==> config.mk <==
export PLATFORM = sky130hd
export DESIGN_NAME = bsg_dff_chain_credit_sink
export DESIGN_NICKNAME = d
export VERILOG_FILES = /design/src/rtl/bsg_dff_chain_credit_sink.sv
export SDC_FILE = /design/constraint.sdc
export NUM_CORES = 1
export LEC_CHECK = 0
export CORE_MARGIN = 2
export CORE_UTILIZATION = 52
export CTS_CLUSTER_SIZE = 14
export DETAILED_ROUTE_END_ITERATION = 12
export PLACE_DENSITY_LB_ADDON = 0.2
export SLEW_MARGIN = 10
export SYNTH_ARGS = -nofsm -noshare
export SYNTH_HDL_FRONTEND = slang
export SYNTH_SLANG_ARGS = --single-unit
==> constraint.sdc <==
create_clock -name clk_i -period 2.41 [get_ports clk_i]
set_input_delay 0.482 -clock clk_i [delete_from_list [all_inputs] [get_ports clk_i]]
set_output_delay 0.482 -clock clk_i [all_outputs]
set_load 0.02 [all_outputs]
==> src/rtl/bsg_dff_chain_credit_sink.sv <==
// rtl/bsg_dff_chain_credit_sink.sv - credit-returning receive FIFO at the far end of a register chain
//
// Purpose: absorbs every beat delivered by an upstream fixed-latency chain into
// a circular buffer of els_p entries and returns one registered credit pulse per
// dequeued entry, so the sender (holding els_p credits out of reset) never needs
// a ready signal.
//
// Ports:
//   clk_i       clock, all logic on posedge
//   reset_n_i   synchronous active-low reset
//   v_i/data_i  beat from the chain output (always absorbed if a slot is free)
//   v_o/data_o  FIFO head; data_o is don't-care while v_o=0
//   yumi_i      consumer takes the head this cycle
//   credit_o    one-cycle credit pulse, the cycle after each accepted dequeue
//   count_o     current occupancy
//   overflow_o  sticky: a beat arrived while full and not draining
module bsg_dff_chain_credit_sink #(
    parameter int width_p = 8,
    parameter int els_p   = 4
) (
    input  logic                       clk_i,
    input  logic                       reset_n_i,
    input  logic                       v_i,
    input  logic [width_p-1:0]         data_i,
    output logic                       v_o,
    output logic [width_p-1:0]         data_o,
    input  logic                       yumi_i,
    output logic                       credit_o,
    output logic [$clog2(els_p+1)-1:0] count_o,
    output logic                       overflow_o
);

    localparam int ptr_w = (els_p > 1) ? $clog2(els_p) : 1;
    localparam int cnt_w = $clog2(els_p + 1);

    localparam logic [ptr_w-1:0] last_ptr = ptr_w'(els_p - 1);
    localparam logic [cnt_w-1:0] full_cnt = cnt_w'(els_p);

    logic [width_p-1:0] mem_q [els_p];
    logic [width_p-1:0] mem_d [els_p];
    logic [ptr_w-1:0]   rd_ptr_q, rd_ptr_d;
    logic [ptr_w-1:0]   wr_ptr_q, wr_ptr_d;
    logic [cnt_w-1:0]   count_q, count_d;
    logic               credit_q, credit_d;
    logic               overflow_q, overflow_d;

    logic full;
    logic deq;
    logic enq;

    always_comb begin
        full = (count_q == full_cnt);
        // yumi_i on an empty FIFO is ignored entirely.
        deq  = yumi_i && (count_q != '0);
        // When full, a same-cycle dequeue frees the slot the beat is written into.
        enq  = v_i && (!full || deq);

        rd_ptr_d = rd_ptr_q;
        if (deq) begin
            rd_ptr_d = (rd_ptr_q == last_ptr) ? '0 : rd_ptr_q + 1'b1;
        end

        wr_ptr_d = wr_ptr_q;
        if (enq) begin
            wr_ptr_d = (wr_ptr_q == last_ptr) ? '0 : wr_ptr_q + 1'b1;
        end

        count_d = count_q;
        if (enq && !deq) begin
            count_d = count_q + 1'b1;
        end else if (deq && !enq) begin
            count_d = count_q - 1'b1;
        end

        mem_d = mem_q;
        if (enq) begin
            mem_d[wr_ptr_q] = data_i;
        end

        credit_d   = deq;
        overflow_d = overflow_q || (v_i && full && !deq);
    end

    always_ff @(posedge clk_i) begin
        if (!reset_n_i) begin
            rd_ptr_q   <= '0;
            wr_ptr_q   <= '0;
            count_q    <= '0;
            credit_q   <= 1'b0;
            overflow_q <= 1'b0;
        end else begin
            rd_ptr_q   <= rd_ptr_d;
            wr_ptr_q   <= wr_ptr_d;
            count_q    <= count_d;
            credit_q   <= credit_d;
            overflow_q <= overflow_d;
        end
    end

    // Storage is deliberately left out of reset.
    always_ff @(posedge clk_i) begin
        mem_q <= mem_d;
    end

    assign v_o        = (count_q != '0);
    assign data_o     = mem_q[rd_ptr_q];
    assign credit_o   = credit_q;
    assign count_o    = count_q;
    assign overflow_o = overflow_q;

endmodule
==> impl_metrics.json, run 1 <==
{
  "worst_pin_slew_ns": 0.424,
  "yosysTopAreaCellShare": 0.584,
  "place_ws_ns": -0.0715,
  "ios": 26,
  "drc_errors": 0,
  "ys_ff_latch": 41,
  "route.vias.total": 920,
  "synth_warnings": 0,
  "hpwl_um": 1840,
  "endpoint_kind": "output port",
  "max_freq_mhz": 465,
  "area.sequential_um2": 1150,
  "clkSlewWorstSetupHoldPaths_ns": 0.11,
  "gp_congestion": 0.715,
  "outcome": "finished clean",
  "die_w_um": 60.3,
  "layout-drive-gt1-share": 0.205,
  "grtUsageTotal": 0.166,
  "syn_avg_cell_area_um2": 17.3,
  "cts_inserted_buffers": 5,
  "cts_buffer_depth": 2,
  "initial_core_util": 0.543,
  "overflow": 0,
  "cts_tree": "yes",
  "synthTopCellsByArea": "edfxtp_1, dfxtp_1, mux4_2",
  "coreArea_um2": 3030,
  "hp-class": "reg -> reg",
  "slew_violations": 0,
  "ctsHoldBuffers": 0,
  "clk_latency_ns": 0.34,
  "fin_ws_ns": 0.258,
  "antenna-diode-count": 0,
  "finalSetupViolCount": 0,
  "arrival_ns": 1.67,
  "final_cell_area_um2": 2090,
  "rrSetupSlack_ns": 0.39,
  "synth_cells": 95,
  "dr.pass1.iters": 3,
  "wire_per_inst_um": 14.7,
  "rsz0062_at_grt": "false",
  "synth_fp_nets": 114,
  "htree_num_levels": 2,
  "yosys.area.top_type": "edfxtp_1",
  "period_share": 0.893,
  "via_per_inst": 5.23,
  "p_leak_nw": 0.804,
  "ys_seq_area_frac": 0.694,
  "required_ns": 1.93,
  "dpl_cell_area_um2": 1980,
  "initialDrtViolationCount": 20,
  "finalCriticalPeriod_ns": 2.15,
  "async_flop_share": 0,
  "wl_um": 2590,
  "slew_headroom": 0.717,
  "antenna_found_initial": 0,
  "dieArea_um2": 3630,
  "die_y_um": 60.3,
  "cts_sinks": 41,
  "fin_worst_skew_ns": 0.00519,
  "row_count": 20,
  "cp-start-kind": "flip-flop",
  "synth_area_um2": 1650,
  "synth_edf_count": 32,
  "grt_pass1_wl_um": 4090,
  "maxCapViolations": 0,
  "clockRootBuffer": "clkbuf_4",
  "io_buffers": 25,
  "yosys_most_used_dff": "edfxtp_1",
  "yosysUniqueCellTypes": 22,
  "worstPathMaxFanout": 7,
  "grt_max_degree": 14,
  "multiInputGateArea_um2": 477,
  "drtAntennaViolNets": 0,
  "finalHoldViolCount": 0,
  "critPathKind": "reg -> out",
  "syn2layout_area_growth_pct": 27.1,
  "fillers": 214,
  "grt_pass1_vias": 896,
  "powerDensity_nw_per_um2": 961,
  "ir_drop_v": 0.000680,
  "nets": 150
}
[layout by cell type, fill, tap and decap left out, drive strengths merged, types with 5 or more instances in the layout]
cell | netlist | layout
mux4 | 8 | 8
ha | 6 | 6
inv | 5 | 5
clkbuf | 1 | 5
nor2 | 5 | 5
dfxtp | 9 | 9
buf | 1 | 6
dlymetal6s2s | 0 | 8
clkdlybuf4s50 | 0 | 17
edfxtp | 32 | 32
a21oi | 5 | 5
[cell families after synthesis]
logic type,count (synthesis),share of synthesized area
compound gates,10,0.0350
xor+xnor,2,0.0106
fa+ha+maj,7,0.0578
buf+inv,7,0.0167
flops,41,0.694
mux,9,0.116
simple gates,19,0.0707
[critical path, cell delays in order (launching register included)]
cell	delay (ns)
dfxtp_1	0.41
or3_1	0.37
clkdlybuf4s50_1	0.55
[cell type report]
| type | count | area share |
|---|---|---|
| inverter | 5 | 0.00898 |
| tap | 44 | 0.0263 |
| clock inverter | 3 | 0.0197 |
| sequential | 41 | 0.548 |
| multi-input combinational | 47 | 0.228 |
| timing repair buffer | 31 | 0.151 |
| clock buffer | 5 | 0.0180 |
[synth_stat cells (2+ instances only)]
cell and number:
a21oi_1 5, and3_1 4, dfxtp_1 9, edfxtp_1 32, ha_1 6, inv_1 4
mux4_2 8, nand2_1 2, nand3_1 2, nor2_1 5, o21ai_0 4, or3_1 3
xor2_1 2
[power by group]
group,internal (mW),total (mW),switching [mW]
Combinational,0.352,0.641,0.288
Sequential,0.846,0.944,0.0975
Clock,0.215,0.425,0.210
[repair_timing]
action	4_1_cts	5_1_grt
buffers inserted	0	1
setup endpoints to repair	8	8
resized for setup	3	8
[final timing paths]
kind | start | end | cells after the start
hold / removal | overflow_o | overflow_o | 2
setup reg to reg | count_o[0] | count_o[2] | 7
hold reg to reg | overflow_o | overflow_o | 2
setup / recovery | count_o[0] | v_o | 2
[stage by stage]
stage	hold WS (ns)	setup TNS, ns	power [mW]	cells	util
floorplan	0.487	0	1.32	95	-
global placement	0.461	-0.00422	1.60	167	0.654
detailed placement	0.463	-0.0715	1.61	167	0.654
CTS	0.494	0	2.04	175	0.681
global route	0.573	0	2.12	176	0.690
finish	0.485	0	2.01	176	0.690
[routing by layer]
| layer | wire, µm | part of all wire | track usage | vias up |
|---|---|---|---|---|
| met5 | 0 | 0 | 0 | - |
| met4 | 45 | 0.017 | 0.0762 | 0 |
| met3 | 131 | 0.051 | 0.0606 | 6 |
| met2 | 1370 | 0.53 | 0.278 | 20 |
| met1 | 1050 | 0.40 | 0.189 | 455 |
| li1 | - | - | - | 439 |
[registers in the layout (all words and copies together) (netlist names)]
signal      flops
overflow_o      1
wr_ptr_q        2
credit_o        1
mem_q          32
count_o         3
rd_ptr_q        2
(Power assumes the default switching activity.)
==> run 2: changes to the inputs <==
--- a/config.mk
+++ b/config.mk
@@ -14,3 +14,4 @@
 export SYNTH_ARGS = -nofsm -noshare
 export SYNTH_HDL_FRONTEND = slang
 export SYNTH_SLANG_ARGS = --single-unit
+export TNS_END_PERCENT = 50
==> results of run 2 <==
Same layout as run 1: the final DEF is identical, and so are final timing and power.
==> run 3: changes to the inputs <==
--- a/config.mk
+++ b/config.mk
@@ -5,11 +5,13 @@
 export SDC_FILE = /design/constraint.sdc
 export NUM_CORES = 1
 export LEC_CHECK = 0
+export CELL_PAD_IN_SITES_DETAIL_PLACEMENT = 1
+export CELL_PAD_IN_SITES_GLOBAL_PLACEMENT = 1
 export CORE_MARGIN = 2
-export CORE_UTILIZATION = 52
+export CORE_UTILIZATION = 44
 export CTS_CLUSTER_SIZE = 14
 export DETAILED_ROUTE_END_ITERATION = 12
-export PLACE_DENSITY_LB_ADDON = 0.2
+export PLACE_DENSITY = 0.82
 export SLEW_MARGIN = 10
 export SYNTH_ARGS = -nofsm -noshare
 export SYNTH_HDL_FRONTEND = slang
==> impl_metrics.json, run 3 (synthesized netlist as in run 1, its figures left out) <==
{
  "hpwl_um": 2350,
  "maxCapViolations": 0,
  "initial_core_util": 0.453,
  "arrival_ns": 2.48,
  "wire_per_inst_um": 18.3,
  "syn2layout_area_growth_pct": 27.8,
  "ir_drop_v": 0.000611,
  "hp-class": "reg -> reg",
  "outcome": "finished clean",
  "cts_inserted_buffers": 5,
  "cts_sinks": 41,
  "worst_pin_slew_ns": 0.480,
  "layout-drive-gt1-share": 0.197,
  "dieArea_um2": 4240,
  "grt_pass1_wl_um": 5260,
  "finalHoldViolCount": 0,
  "layout.cells.non_filler": 180,
  "max_freq_mhz": 443,
  "clk_latency_ns": 0.29,
  "clockRootBuffer": "clkbuf_8",
  "htree_num_levels": 2,
  "antenna_found_initial": 0,
  "drc_errors": 0,
  "die_y_um": 65.2,
  "use_met1": 0.217,
  "swShare": 0.316,
  "route.vias.total": 927,
  "max_stage_delay_ns": 0.54,
  "row_count": 22,
  "internal_power_mw": 1.40,
  "grt_use_met2": 0.305,
  "antenna-diode-count": 0,
  "coreArea_um2": 3630,
  "power_frac_clock": 0.211,
  "regMostFlops": "mem_q",
  "period_share": 0.938,
  "grtUsageTotal": 0.180,
  "initialDrtViolationCount": 50,
  "largest_reg_flops": 32,
  "cts_buffer_depth": 2,
  "via_per_inst": 5.15,
  "nets": 150,
  "worstPathMaxFanout": 3,
  "dr.pass1.iters": 4,
  "busiest_layer": "met2",
  "p_leak_nw": 0.795,
  "ios": 26,
  "crit_chain": "clkdlybuf4s50_1 -> nor4b_2 -> nor2_1 -> ha_1 -> inv_1 -> fa_1 -> xor2_1 -> or3_1 -> a21oi_1",
  "p_switching_mw": 0.650,
  "io_buffers": 25,
  "layout_common_cells": "edfxtp_1, clkdlybuf4s50_1, dfxtp_1",
  "fillers": 355,
  "slew_violations": 0,
  "grt_max_degree": 14,
  "clkSlewWorstSetupHoldPaths_ns": 0.08,
  "powerDensity_nw_per_um2": 976,
  "slew_headroom": 0.680,
  "finalCriticalPeriod_ns": 2.26,
  "cts_tree": "yes",
  "multiInputGateArea_um2": 477,
  "endpoint_kind": "flip-flop",
  "gp_congestion": 0.768,
  "required_ns": 2.63,
  "slowest_stage": "clkdlybuf4s50_1",
  "timing.hold.ws_ns": 0.486,
  "post_cts_buffers": 0,
  "final_cell_area_um2": 2100,
  "dpl_cell_area_um2": 2000,
  "critPathKind": "in -> reg",
  "wl_um": 3300,
  "power_frac_seq": 0.450,
  "cp-start-kind": "input port",
  "fin_worst_skew_ns": 0.00482,
  "rsz0062_at_grt": "false",
  "place_inst": 172,
  "grt_pass1_vias": 984,
  "overflow": 0,
  "pwr-share-comb": 0.340,
  "final_common_cell": "edfxtp_1",
  "drtAntennaViolNets": 0,
  "finalSetupViolCount": 0,
  "grt_util_met3": 0.0479,
  "die_w_um": 65.2,
  "area.sequential_um2": 1140
}
## run 3: worst paths after layout
check / start / endpoint / slack (ns) / cells past startpoint
max: yumi_i / count_o[2] / 0.15 / 9
min: overflow_o / overflow_o / 0.49 / 2
max reg2reg: count_o[0] / count_o[2] / 0.35 / 8
min reg2reg: overflow_o / overflow_o / 0.49 / 2
## run 3: metal layers
metal / vias up / share of wire
li1: 437 / -
met1: 467 / 0.39
met2: 17 / 0.55
met3: 6 / 0.039
met4: 0 / 0.018
met5: - / 0
## run 3: what timing repair did
action | in CTS | in global routing
setup endpoints to repair | 2 | 6
gates resized for setup | 2 | 6
hold buffers | 0 | 0
## run 3: through the flow
step	setup TNS [ns]	setup slack [ns]	total power, mW	util
after floorplan	0	0.290	1.32	-
after global placement	-0.0214	-0.0214	1.62	0.552
after detailed placement	-0.102	-0.102	1.66	0.552
after CTS	0	0.00334	2.09	0.575
after global routing	0	0.0556	2.17	0.579
final	0	0.151	2.05	0.579
## run 3: power groups by stage
stage	combinational [mW]	clock, mW	sequential, mW
after floorplan	0.379	0	0.944
after global placement	0.687	0	0.933
after detailed placement	0.717	0	0.941
after CTS	0.716	0.446	0.926
after global routing	0.756	0.474	0.939
final	0.697	0.433	0.923
## run 3: area by class of cell
type                       count  share of cell area
sequential                    41               0.543
clock inverter                 3             0.00833
tap                           48              0.0286
multi-input combinational     47               0.227
clock buffer                   5              0.0327
inverter                       5             0.00892
timing repair buffer          31               0.152
## run 3: worst max-delay path, delay by kind of cell
family / cells / cell delay, ns
fa+ha+maj: 2 / 0.55
xor+xnor: 1 / 0.18
simple gates: 3 / 0.51
compound gates: 1 / 0.16
buf+inv: 2 / 0.59
